===== config.mk =====
export PLATFORM = sky130hd
export DESIGN_NAME = mux_scan_serializer
export DESIGN_NICKNAME = d
export VERILOG_FILES = /design/src/rtl/mux_scan_serializer.sv
export SDC_FILE = /design/constraint.sdc
export NUM_CORES = 1
export LEC_CHECK = 0
export BUFFER_PORTS_ARGS = -buffer_cell sky130_fd_sc_hd__buf_2
export CAP_MARGIN = 0
export CELL_PAD_IN_SITES_DETAIL_PLACEMENT = 1
export CELL_PAD_IN_SITES_GLOBAL_PLACEMENT = 1
export CORE_AREA = 2 2 43 45
export DETAILED_ROUTE_END_ITERATION = 8
export DIE_AREA = 0 0 45 47
export MAX_ROUTING_LAYER = met4
export PLACE_DENSITY_LB_ADDON = 0.1
export REMOVE_ABC_BUFFERS = 1
export SYNTH_ARGS = -nofsm -noshare
export SYNTH_HDL_FRONTEND = slang
export SYNTH_SLANG_ARGS = --single-unit

===== constraint.sdc =====
create_clock -name clk -period 3.75 [get_ports clk]
set_input_delay 0.75 -clock clk [delete_from_list [all_inputs] [get_ports clk]]
set_output_delay 0.75 -clock clk [all_outputs]
set_load 0.1 [all_outputs]

===== src/rtl/mux_scan_serializer.sv =====
// Parallel-to-serial sequencer: captures an 8-bit word and walks the
// 3-bit select across it, one bit per accepted serial beat.
module mux_scan_serializer #(
    parameter bit LSB_FIRST = 1'b1
) (
    input  logic       clk,
    input  logic       rst_n,
    input  logic       flush,
    input  logic [7:0] in_data,
    input  logic       in_valid,
    output logic       in_ready,
    output logic [2:0] sel,
    output logic       ser_out,
    output logic       ser_valid,
    input  logic       ser_ready,
    output logic       ser_last,
    output logic       busy
);

    typedef enum logic {
        S_IDLE  = 1'b0,
        S_SHIFT = 1'b1
    } state_t;

    state_t     state_q, state_d;
    logic [7:0] held_q, held_d;
    logic [2:0] cnt_q, cnt_d;

    logic       shift;
    logic       last;
    logic       load;
    logic       beat;
    logic [2:0] sel_w;

    always_comb begin
        shift = (state_q == S_SHIFT);
        sel_w = LSB_FIRST ? cnt_q : (3'd7 - cnt_q);
        last  = shift & (cnt_q == 3'd7);
        // Reload window: idle, or the last beat is being taken right now.
        in_ready = ~flush & (~shift | (last & ser_ready));
        load  = in_valid & in_ready;
        beat  = shift & ser_ready;
    end

    assign sel       = sel_w;
    assign ser_out   = held_q[sel_w];
    assign ser_valid = shift;
    assign ser_last  = last;
    assign busy      = shift;

    always_comb begin
        state_d = state_q;
        held_d  = held_q;
        cnt_d   = cnt_q;
        if (flush) begin
            state_d = S_IDLE;
            cnt_d   = 3'd0;
        end else if (load) begin
            state_d = S_SHIFT;
            held_d  = in_data;
            cnt_d   = 3'd0;
        end else if (beat) begin
            if (last) begin
                state_d = S_IDLE;
                cnt_d   = 3'd0;
            end else begin
                cnt_d = cnt_q + 3'd1;
            end
        end
    end

    always_ff @(posedge clk or negedge rst_n) begin
        if (!rst_n) begin
            state_q <= S_IDLE;
            held_q  <= 8'h00;
            cnt_q   <= 3'd0;
        end else begin
            state_q <= state_d;
            held_q  <= held_d;
            cnt_q   <= cnt_d;
        end
    end

endmodule

==> results of run 1 <==
[cell families (layout without fill, tap and decap cells)]
family | count (synthesis) | count (layout)
AND/OR/NAND/NOR | 12 | 12
flip-flops | 12 | 12
adder cells (fa/ha/maj) | 2 | 2
AO/OA/AOI/OAI | 5 | 5
buffers and inverters | 1 | 24
multiplexers | 12 | 12
[cell type report]
cell class | count | area, µm²
fill | 193 | 891
multi-input combinational | 31 | 303
timing repair buffer | 20 | 100
sequential | 12 | 300
clock buffer | 4 | 36.3
tap | 17 | 21.3
[sequential cells by signal (all words and copies together), names as in the netlist]
register / cells
sel: 3
held_q: 8
busy: 1
[cells in the final DEF (no fill, tap or decap), types with 2 or more instances in the layout]
master / instances
buf_2: 20
dfrtp_1: 12
mux2_2: 9
nor2_1: 4
clkbuf_4: 3
mux4_2: 2
o21ai_0: 2
a21oi_1: 2
ha_1: 2
[cell usage after synthesis, drive strengths merged]
| cell | n |
|---|---|
| nor2 | 4 |
| a21oi | 2 |
| mux2i | 1 |
| o21ai | 2 |
| or4bb | 1 |
| nand4b | 1 |
| buf | 1 |
| and2 | 1 |
| a21boi | 1 |
| mux4 | 2 |
| mux2 | 9 |
| ha | 2 |
| and2b | 1 |
| nand2 | 1 |
| nor3 | 1 |
| nor3b | 1 |
| nor2b | 1 |
| dfrtp | 12 |
[power breakdown]
part / internal (µW) / switching (µW)
Sequential: 147 / 11.6
Combinational: 34.0 / 57.4
Clock: 59.0 / 47.3
[worst paths after layout]
check,endpoint,cells past startpoint
setup / recovery,ser_out,3
setup reg to reg,held_q[7],5
min in group clk,held_q[2],1
hold reg to reg,held_q[2],1
hold / removal,held_q[2],1
max in group asynchronous,held_q[0],1
[metal layers]
| layer | vias to the layer above | global-route usage (%) |
|---|---|---|
| met2 | 12 | 22.9 |
| li1 | 209 | - |
| met4 | 0 | 7.06 |
| met5 | - | - |
| met3 | 2 | 3.85 |
| met1 | 216 | 22.4 |
[stage by stage]
stage / setup WS [ns] / util, % / hold WS [ns] / power, µW
global route: 1.04 / 46.1 / 0.345 / 376
finish: 1.16 / 46.1 / 0.339 / 357
global placement: 1.50 / 43.9 / 0.499 / 253
floorplan: 0.152 / - / 0.454 / 230
CTS: 1.14 / 46.1 / 0.346 / 361
detailed placement: 1.45 / 43.9 / 0.501 / 254
==> run summary, run 1 <==
final slew viol count: 0
top layer in use: met4
Post-Place Cell Area: 724 µm²
unrepaired setup endpoints after global routing: false
largest net degree at the start of global routing: 13
CTS Buf Count: 3
Synth Area in Simple Gates: 13.5%
share of the synthesized area in the top cell type: 49.2%
Die Footprint: 2120 µm²
Max Clk Rate: 386 MHz
layout cell share with drive strength beyond 1: 55.2%
Critical Path End Type: output pin
Setup-failing EPs final: 0
Mapped Area: 611 µm²
Critical Path Slowest Stage Cell: mux4_2
Root Driver: clkbuf_4
Max H-tree Level: 1
status: finished, final reports clean
WL met2: 605 µm
Crit. Startpoint: sel[0]
part of the Yosys area used for sequential elements: 49.2%
Arr. time, crit path: 1.84 ns
Total GRT Usage: 16.3%
antenna violations before repair: 0
Hold WC Path Type: in -> async
Critical path buffers and inverters: 1
MaxCap Viol Count: 0
setup_tns: 0 ns
largest family of logic cells by synthesized area: multiplexers
Worst-Margin Slew: 0.491 ns
CTS clk-pin slew, worst paths: 0.08 ns
DRT Wirelength: 1.29 mm
multiplexer share of the synthesized area: 25.6%
first-pass GRT wire length: 2.29 mm
Synth Area in Compound Gates: 6.35%
crit path max fanout: 6
CTS tree: built
Longest Clk Path Bufs: 2
R2R Path Start: sel[0]
Slew headroom: 67.5%
Final Hold Fails: 0
# clock sinks: 12
Inst Count DP: 80
Synth area leader: dfrtp_1
synth warn: 0
vias in the first global route: 441
Crit path required time: 3.00 ns
GP Congestion: 0.684
Tmin final: 2.59 ns
antenna cells: 0
hold buffers post-CTS: 0
CP Cell Sequence: mux4_2 -> mux2_2 -> buf_2
setup slack, reg-to-reg: 1.81 ns
Yosys cell types: 18
Finished Layout Cells: 84
Final #Nets: 83
power density cells: 469 nW/µm²
Seq cells post-synth: 12
Initial Util: 37.0%
final worst path period share: 69.0%
initial DRC count: 3
routed wl met3: 72 µm
Layout area overhead: 24.6%
Post-CTS Setup Inserts: 0
row cnt: 15
worst vdd ir: 240 µV
Die X-Extent: 45 µm
Pleak: 0.000373 µW
area of the core: 1650 µm²
synthesized instance count: 44
Setup CP Type: reg -> out
final instance area: 761 µm²
drt drc: 0
WL met1: 606 µm
Synth Area in XOR/XNOR: 0%
global route total overflow: 0
top-level I/O count: 21
Adder-Cell Fraction of Synth Area: 4.10%
wire length per cell: 15.4 µm
Antenna Nets Post-Route: 0
post-cts repair resize count: 0
top cells by area, synth: dfrtp_1 (49%), mux2_2 (17%), mux4_2 (7.4%)
Die Y: 47 µm
1st-pass router iterations: 2
clk_skew: 0.00120 ns
CP max stage delay: 0.54 ns
Vias/cell: 5.23
IO buf count: 20
critical path's top delay family: multiplexers
Worst-Skew Late Latency: 0.27 ns
Mapped Avg Cell Area: 13.9 µm²
Via Count: 439
Final HPWL DP: 1.01 mm
CP Launch Type: flop
Power figures use the tool's default switching activity.
==> run 2: changes to the inputs <==
- CORE_AREA: 2 2 43 45 -> 2 2 44 46
- DIE_AREA: 0 0 45 47 -> 0 0 46 48
- clock period: 3.75 -> 2.5 ns (I/O delays scaled with it)
==> run summary, run 2 (synthesis results as in run 1) <==
CTS tree: built
antenna cells: 0
1st-pass router iterations: 3
most frequent cells in the layout: buf_2 (20), dfrtp_1 (12), mux2_2 (9)
status: finished, final reports clean
Die Y: 48 µm
Sequential Area: 300 µm²
Vias/cell: 5.24
Die X-Extent: 46 µm
Die Footprint: 2210 µm²
Total GRT Usage: 13.3%
Pwr Total: 488 µW
first-pass GRT wire length: 1.92 mm
Pleak: 0.000366 µW
PnR worst setup slack: 0.161 ns
global route total overflow: 0
utilization after layout: 44.2%
Final #Nets: 83
initial DRC count: 5
hold buffers post-CTS: 0
Setup-failing EPs final: 0
Hold WC Path Type: in -> async
Biggest register: held_q
Final HPWL DP: 903 µm
Via Count: 435
row cnt: 15
Inst Count DP: 80
# clock sinks: 12
area of the multi-input gates: 303 µm²
Max H-tree Level: 1
Tmin final: 2.34 ns
GP Congestion: 0.707
Final Hold Fails: 0
largest net degree at the start of global routing: 13
GRT Max-Usage Layer: met2
final worst path period share: 93.6%
met1 Use GR: 17.5%
most common cell after layout, fill and taps aside: buf_2
Post-CTS Setup Inserts: 0
CP Launch Type: flop
Arr. time, crit path: 1.84 ns
worst vdd ir: 350 µV
crit path max fanout: 6
vias in the first global route: 405
Root Driver: clkbuf_4
Setup WS pre-CTS: 0.442 ns
Worst-Skew Late Latency: 0.27 ns
drt drc: 0
post-cts repair resize count: 0
area of the core: 1690 µm²
Worst-Margin Slew: 0.488 ns
CTS clk-pin slew, worst paths: 0.07 ns
final slew viol count: 0
unrepaired setup endpoints after global routing: false
Critical Path End Type: output pin
reg2reg path depth: 5
M2 GR Usage: 17.8%
Crit path required time: 2.00 ns
CTS Buf Count: 3
clk_skew: 0.00274 ns
Longest Clk Path Bufs: 2
top-level I/O count: 21
Layout area overhead: 22.3%
Initial Util: 36.1%
met3 Use GR: 7.17%
layout cell share with drive strength beyond 1: 54.5%
wire length per cell: 14.0 µm
Antenna Nets Post-Route: 0
DRT Wirelength: 1.16 mm
max reg flops: 8
IO buf count: 20
Max Clk Rate: 428 MHz
Slew headroom: 67.7%
Finished Layout Cells: 83
antenna violations before repair: 0
MaxCap Viol Count: 0
power density cells: 654 nW/µm²
Setup CP Type: reg -> out
fill count: 191
run 2: cell types whose count changed in the layout (fill, tap and decap cells not counted):
cell,before,now
clkbuf_8,1,0
run 2: worst paths after layout:
path | start | endpoint | slack [ns]
hold / removal | rst_n | held_q[2] | 0.09
max in group asynchronous | rst_n | held_q[1] | 2.19
setup reg to reg | sel[0] | held_q[0] | 0.57
setup / recovery | sel[0] | ser_out | 0.16
hold reg to reg | held_q[5] | held_q[5] | 0.51
min in group clk | in_data[6] | held_q[6] | 0.46
run 2: per-layer routing:
layer	routed length (µm)	part of all wire [%]	vias up
met5	0	0	-
met4	4	0.34	0
met3	97	8.3	2
met2	531	46	13
met1	530	46	214
li1	-	-	206
run 2: critical path, stage by stage (launching register included):
cell and delay [ns]:
dfrtp_1 0.47, mux4_2 0.54, mux2_2 0.27, buf_2 0.29
run 2: stage by stage:
stage | hold WS, ns | TNS [ns] | area (µm²)
floorplan | 0.204 | -1.41 | 603
detailed placement | 0.393 | 0 | 724
CTS | 0.0951 | 0 | 747
global route | 0.105 | 0 | 747
finish | 0.0934 | 0 | 747
global placement | 0.399 | 0 | 724
run 2: area by class of cell:
cell class / instances / area share (%)
Tap cell: 17 / 2.85
Clock buffer: 3 / 3.02
Timing Repair Buffer: 20 / 13.4
Multi-Input combinational cell: 31 / 40.5
Sequential cell: 12 / 40.2
run 2: where the power goes:
group	switching (µW)	internal [µW]
Combinational	85.7	51.1
Clock	59.7	55.7
Sequential	15.3	221
Total	161	328
